### config.mk
export PLATFORM = sky130hd
export DESIGN_NAME = fabric_cfg_loader_flat
export DESIGN_NICKNAME = d
export VERILOG_FILES = /design/src/rtl/fabric_cfg_loader_if.sv /design/src/rtl/fabric_cfg_loader.sv /design/src/flat_wrapper.sv
export SDC_FILE = /design/constraint.sdc
export NUM_CORES = 1
export LEC_CHECK = 0
export CAP_MARGIN = 20
export CORE_UTILIZATION = 50
export DETAILED_ROUTE_END_ITERATION = 8
export HOLD_SLACK_MARGIN = 0.15
export PLACE_DENSITY = 0.74
export SYNTH_ARGS = -nofsm -noshare
export SYNTH_HDL_FRONTEND = slang
export SYNTH_SLANG_ARGS = --single-unit
### constraint.sdc
create_clock -name clk -period 2.35 [get_ports clk]
set_input_delay 0.47 -clock clk [delete_from_list [all_inputs] [get_ports clk]]
set_output_delay 0.47 -clock clk [all_outputs]
set_load 0.02 [all_outputs]
### src/rtl/fabric_cfg_loader_if.sv
// Configuration word stream into fabric_cfg_loader: valid/ready handshake.
// The master drives words; the slave (the loader) returns ready.
interface fabric_cfg_loader_if #(
    parameter int unsigned WORD_W = 32
);
    logic [WORD_W-1:0] in_data;
    logic              in_valid;
    logic              in_ready;

    modport master (output in_data, output in_valid, input in_ready);
    modport slave  (input in_data, input in_valid, output in_ready);
endinterface

### src/rtl/fabric_cfg_loader.sv
// Serializes configuration words LSB-first into the CLB scan chain, then pulses the commit strobe.
// Define FABRIC_CFG_READBACK_EN to add capture of the chain tail (chain_in -> rb_data/rb_valid).
module fabric_cfg_loader #(
    parameter int unsigned WORD_W     = 32,
    parameter int unsigned CHAIN_LEN  = 1024,
    parameter int unsigned SET_CYCLES = 2
) (
    input  logic                               clk,
    input  logic                               rst,
    input  logic                               start,
    input  logic                               abort,
    fabric_cfg_loader_if.slave                 cfg_in,
    output logic                               cfg_shift,
    output logic                               cfg_cen,
    output logic                               cfg_set,
    output logic                               busy,
    output logic                               done,
    output logic [$clog2(CHAIN_LEN+1)-1:0]     bit_count
`ifdef FABRIC_CFG_READBACK_EN
    ,
    input  logic                               chain_in,
    output logic [WORD_W-1:0]                  rb_data,
    output logic                               rb_valid
`endif
);

    localparam int unsigned CNT_W = $clog2(CHAIN_LEN + 1);
    localparam int unsigned LEN_W = $clog2(WORD_W + 1);
    localparam int unsigned SET_W = $clog2(SET_CYCLES + 1);

    typedef enum logic [2:0] {StIdle, StWaitWord, StShift, StSet, StDone} state_e;

    state_e             state_q, state_d;
    logic [WORD_W-1:0]  word_q, word_d;
    logic [LEN_W-1:0]   word_left_q, word_left_d;
    logic [CNT_W-1:0]   bit_count_q, bit_count_d;
    logic [SET_W-1:0]   set_cnt_q, set_cnt_d;
    logic               cfg_shift_q, cfg_cen_q, cfg_set_q, busy_q, done_q;

    logic               abort_hit;
    logic               start_hit;
    logic               last_bit;
    logic [31:0]        bits_left;
    logic [LEN_W-1:0]   next_len;

    assign abort_hit = abort && (state_q != StIdle);
    assign start_hit = start && (state_q == StIdle);
    assign last_bit  = (state_q == StShift) && (32'(bit_count_q) == CHAIN_LEN - 1);

    // A word never shifts past the end of the chain: the final word may be partial.
    assign bits_left = CHAIN_LEN - 32'(bit_count_q);
    assign next_len  = (bits_left > WORD_W) ? LEN_W'(WORD_W) : LEN_W'(bits_left);

    assign cfg_in.in_ready = (state_q == StWaitWord);

    always_comb begin
        state_d     = state_q;
        word_d      = word_q;
        word_left_d = word_left_q;
        bit_count_d = bit_count_q;
        set_cnt_d   = set_cnt_q;

        unique case (state_q)
            StIdle: begin
                if (start_hit) begin
                    state_d     = StWaitWord;
                    bit_count_d = '0;
                end
            end
            StWaitWord: begin
                if (cfg_in.in_valid) begin
                    state_d     = StShift;
                    word_d      = cfg_in.in_data;
                    word_left_d = next_len;
                end
            end
            StShift: begin
                bit_count_d = bit_count_q + CNT_W'(1);
                word_d      = word_q >> 1;
                word_left_d = word_left_q - LEN_W'(1);
                if (last_bit) begin
                    state_d   = StSet;
                    set_cnt_d = '0;
                end else if (word_left_q == LEN_W'(1)) begin
                    state_d = StWaitWord;
                end
            end
            StSet: begin
                if (set_cnt_q == SET_W'(SET_CYCLES - 1)) begin
                    state_d = StDone;
                end else begin
                    set_cnt_d = set_cnt_q + SET_W'(1);
                end
            end
            StDone: begin
                state_d = StIdle;
            end
            default: begin
                state_d = StIdle;
            end
        endcase

        // Abort overrides every transition; bit_count is left for post-mortem inspection.
        if (abort_hit) begin
            state_d     = StIdle;
            bit_count_d = bit_count_q;
        end
    end

    // Outputs are registered from the next state so they line up with the state they describe.
    always_ff @(posedge clk or posedge rst) begin
        if (rst) begin
            state_q     <= StIdle;
            word_q      <= '0;
            word_left_q <= '0;
            bit_count_q <= '0;
            set_cnt_q   <= '0;
            cfg_shift_q <= 1'b0;
            cfg_cen_q   <= 1'b0;
            cfg_set_q   <= 1'b0;
            busy_q      <= 1'b0;
            done_q      <= 1'b0;
        end else begin
            state_q     <= state_d;
            word_q      <= word_d;
            word_left_q <= word_left_d;
            bit_count_q <= bit_count_d;
            set_cnt_q   <= set_cnt_d;
            cfg_shift_q <= (state_d == StShift) && word_d[0];
            cfg_cen_q   <= (state_d == StShift);
            cfg_set_q   <= (state_d == StSet);
            busy_q      <= (state_d != StIdle);
            done_q      <= (state_d == StDone);
        end
    end

    assign cfg_shift = cfg_shift_q;
    assign cfg_cen   = cfg_cen_q;
    assign cfg_set   = cfg_set_q;
    assign busy      = busy_q;
    assign done      = done_q;
    assign bit_count = bit_count_q;

`ifdef FABRIC_CFG_READBACK_EN
    logic [WORD_W-1:0] rb_acc_q, rb_acc_d;
    logic [WORD_W-1:0] rb_word;
    logic [LEN_W-1:0]  rb_cnt_q, rb_cnt_d;
    logic [WORD_W-1:0] rb_data_q;
    logic              rb_valid_q;
    logic              rb_emit;

    // The chain tail is sampled on every shift cycle; bits accumulate LSB-first.
    always_comb begin
        rb_acc_d = rb_acc_q;
        rb_cnt_d = rb_cnt_q;
        rb_word  = rb_acc_q | (WORD_W'(chain_in) << rb_cnt_q);
        rb_emit  = 1'b0;
        if (cfg_cen_q) begin
            rb_acc_d = rb_word;
            rb_cnt_d = rb_cnt_q + LEN_W'(1);
            if ((rb_cnt_q == LEN_W'(WORD_W - 1)) || last_bit) begin
                rb_emit  = 1'b1;
                rb_acc_d = '0;
                rb_cnt_d = '0;
            end
        end
        if (start_hit || abort_hit) begin
            rb_emit  = 1'b0;
            rb_acc_d = '0;
            rb_cnt_d = '0;
        end
    end

    always_ff @(posedge clk or posedge rst) begin
        if (rst) begin
            rb_acc_q   <= '0;
            rb_cnt_q   <= '0;
            rb_data_q  <= '0;
            rb_valid_q <= 1'b0;
        end else begin
            rb_acc_q   <= rb_acc_d;
            rb_cnt_q   <= rb_cnt_d;
            rb_valid_q <= rb_emit;
            if (rb_emit) begin
                rb_data_q <= rb_word;
            end
        end
    end

    assign rb_data  = rb_data_q;
    assign rb_valid = rb_valid_q;
`endif

endmodule
### src/flat_wrapper.sv
// flat-port wrapper written by rule: the top's interface ports become plain ports
module fabric_cfg_loader_flat 
#(
    parameter int unsigned WORD_W     = 32,
    parameter int unsigned CHAIN_LEN  = 1024,
    parameter int unsigned SET_CYCLES = 2
)
  (clk, rst, start, abort, cfg_shift, cfg_cen, cfg_set, busy, done, bit_count, cfg_in_in_data, cfg_in_in_valid, cfg_in_in_ready);
  fabric_cfg_loader_if #(.WORD_W(WORD_W)) cfg_in_i ();
  input  logic clk;
  input  logic rst;
  input  logic start;
  input  logic abort;
  output logic cfg_shift;
  output logic cfg_cen;
  output logic cfg_set;
  output logic busy;
  output logic done;
  output logic [$clog2(CHAIN_LEN+1)-1:0] bit_count;
  input wire logic [$bits(cfg_in_i.in_data)-1:0] cfg_in_in_data;
  input wire logic [$bits(cfg_in_i.in_valid)-1:0] cfg_in_in_valid;
  output wire logic [$bits(cfg_in_i.in_ready)-1:0] cfg_in_in_ready;
  assign cfg_in_i.in_data = cfg_in_in_data;
  assign cfg_in_i.in_valid = cfg_in_in_valid;
  assign cfg_in_in_ready = cfg_in_i.in_ready;
  fabric_cfg_loader #(.WORD_W(WORD_W), .CHAIN_LEN(CHAIN_LEN), .SET_CYCLES(SET_CYCLES)) u_core (.clk(clk), .rst(rst), .start(start), .abort(abort), .cfg_in(cfg_in_i), .cfg_shift(cfg_shift), .cfg_cen(cfg_cen), .cfg_set(cfg_set), .busy(busy), .done(done), .bit_count(bit_count));
endmodule
==> results.yml <==
logic_synthesis:
  syn_avg_cell_area_sq_um: 9.289
  yosys_warnings: 0
  synth_async_sr_flop_share_pct: 100.0
  synth_edf_count: 0
  dominantRegCellSynth: "dfrtp_1"
  ys_ff_latch: 59
  synth_nets: 359
  netlist_area_sq_um: 2935
  syn_inst: 316
  synth.distinct_cells: 46
  yosysSeqAreaShare_pct: 50.30
clocking:
  clock_latency_ps: 330
  hold_buffers: 0
  numCtsBuffers: 9
  htreeDepth: 3
  cts-root-buf: "clkbuf_8"
  path_clk_slew_ps: 60
  cts_setup_buffers: 0
  clockBufferDepth: 2
  cts.sinks: 59
  cts_tree: "yes"
worst_setup_path:
  crit_path_end_kind: "primary output"
  ff2ff_path_depth: 5
  cp.required_ps: 1880
  slowest_delay_ps: 640
  critPathKind: "reg2out"
  critPathTopFamily: "buffers and inverters"
  arrival_ps: 1750
  critPathSlowestCell: "clkdlybuf4s50_1"
  worst_r2r_endpoint: "u_core.word_left_q[4]"
  r2r_slack_ps: 160
  r2r_start: "u_core.bit_count[2]"
  critPathMaxFanout: 10
  crit_chain: "nor3b_2, clkdlybuf4s50_1"
  start_kind: "register"
  crit_buf_inv: 1
timing:
  fin_crit_ps: 2219
  layout_setup_ws_ps: 130.7
  max_freq_mhz: 450.6
  rsz0062_at_grt: "no"
  max_slew_margin_pct: 68.42
  finalHoldViolCount: 0
  min_period_over_period_pct: 94.44
  tns_ps: 0
  finalClockSkew_ps: 4.793
  maxSlewViolCount: 0
  worstMarginPinSlew_ps: 469.4
  finalSetupViolCount: 0
routing:
  ant_nets: 0
  drt_iter0_drc: 144
  wl_per_cell_um: 14.38
  drc: 0
  drt-total-wl_mm: 6.487
  dr.pass1.iters: 4
  vias_per_cell: 5.610
  vias: 2530
placement:
  dpl.hpwl_mm: 4.378
  io_buffer_count: 53
  gp_congestion: 0.8833
  pre_cts_slack_ps: 178.8
die:
  pin_count: 54
  coreArea_sq_um: 5574
  dieArea_sq_um: 6181
  die_y_um: 78.62
  num_rows: 27
  start_util_pct: 52.66
  dieWidth_um: 78.62
final_layout:
  layout-drive-gt1-share_pct: 11.35
  mostFrequentLayoutCell: "nand2_1"
  syn_to_final_growth_pct: 30.18
  layout_common_cells: "nand2_1 (77), dfrtp_1 (59), clkdlybuf4s50_1 (53)"
  nets: 418
  num_antenna_cells: 0
global_routing:
  grt_max_degree: 39
  grtUsageTotal_pct: 23.79
  antenna_found_initial: 0
  overflow: 0
  grt_pass1_wl_mm: 11.47
  grt_pass1_vias: 2549
power:
  vdd_ir_drop_max_mv: 0.5681
  finalPower_mw: 4.222
  power.density_nw_per_um2: 1105
  leakage_nw: 1.722
status:
  run_status: "finished clean"
run:
  drv_cap: 0
hold_path:
  worstHoldPathType: "in2async"
-- through the flow --
step / cell area [sq um] / hold slack, ps / instances / util [%]
floorplan: 2935 / 433.7 / 316 / -
global placement: 3601 / 450.5 / 436 / 64.60
detailed placement: 3601 / 462.6 / 436 / 64.60
CTS: 3819 / 359.1 / 451 / 68.51
global route: 3821 / 398.1 / 451 / 68.55
finish: 3821 / 363.4 / 451 / 68.55
-- power by group --
| group | internal [mW] | leakage, nW | switching (mW) |
|---|---|---|---|
| registers | 1.38 | 0.762 | 0.254 |
| logic | 0.703 | 0.852 | 0.905 |
| clock network | 0.601 | 0.109 | 0.378 |
| total | 2.69 | 1.72 | 1.54 |
-- flip-flops by register name, summed over array words and instances (netlist names), 2 cells and up --
signal / count
u_core.word_q: 32
u_core.bit_count: 11
u_core.word_left_q: 6
u_core.state_q: 3
u_core.set_cnt_q: 2
-- logic make-up after synthesis --
| group | after synthesis | synth area share [%] |
|---|---|---|
| fa+ha+maj | 6 | 2.557 |
| simple gates | 148 | 24.17 |
| mux | 1 | 0.3836 |
| compound gates | 63 | 15.35 |
| buf+inv | 28 | 3.964 |
| flops | 59 | 50.30 |
| xor+xnor | 11 | 3.282 |
-- worst register-to-register path, cell delays in order (launching register included) --
cell	delay, ps
dfrtp_1	380
or4_4	550
or4_4	490
a21oi_2	230
nand3_2	160
o32ai_2	280
-- routing by layer --
metal	routed length, um	vias up	global-route usage [%]
met3	323	11	4.884
met2	3140	72	36.17
met4	111	0	11.67
li1	-	1222	-
met5	0	-	0
met1	2912	1225	32.25
-- repair_timing --
| action | in CTS | in global routing |
|---|---|---|
| pin swaps | 0 | 0 |
| gates resized for setup | 1 | 1 |
| endpoints found under the setup margin | 1 | 3 |
-- cell type report --
cell class	count	area [sq um]
Clock buffer	14	182.7
Clock inverter	1	30.03
Fill cell	446	1753
Inverter	10	37.54
Multi-Input combinational cell	229	1364
Sequential cell	59	1476
Tap cell	72	90.09
Timing Repair Buffer	66	640.6
-- cell usage after synthesis (4+ instances only) --
library cell | count | area [sq um]
inv_1 | 10 | 37.54
nor2_1 | 21 | 78.83
or3_1 | 7 | 43.79
xor2_1 | 7 | 61.31
a21oi_1 | 7 | 35.03
a22oi_1 | 31 | 232.7
nor3_1 | 7 | 35.03
o21ai_0 | 10 | 50.05
nand3_1 | 7 | 35.03
clkbuf_1 | 11 | 41.29
dfrtp_1 | 59 | 1476
ha_1 | 6 | 75.07
xnor2_1 | 4 | 35.03
nand2_1 | 77 | 289.0
-- worst max-delay path by stage --
stage                              from               endpoint  slack [ps]  depth (start not counted)
floorplan           u_core.bit_count[3]  u_core.word_left_q[4]         100                          6
global placement                  start            u_core.busy         170                          5
detailed placement                start            u_core.busy         180                          5
CTS                   u_core.state_q[2]        cfg_in_in_ready         110                          2
global route        u_core.bit_count[0]  u_core.word_left_q[3]          20                          8
finish                u_core.state_q[2]        cfg_in_in_ready         130                          2
(Power assumes the default switching activity.)
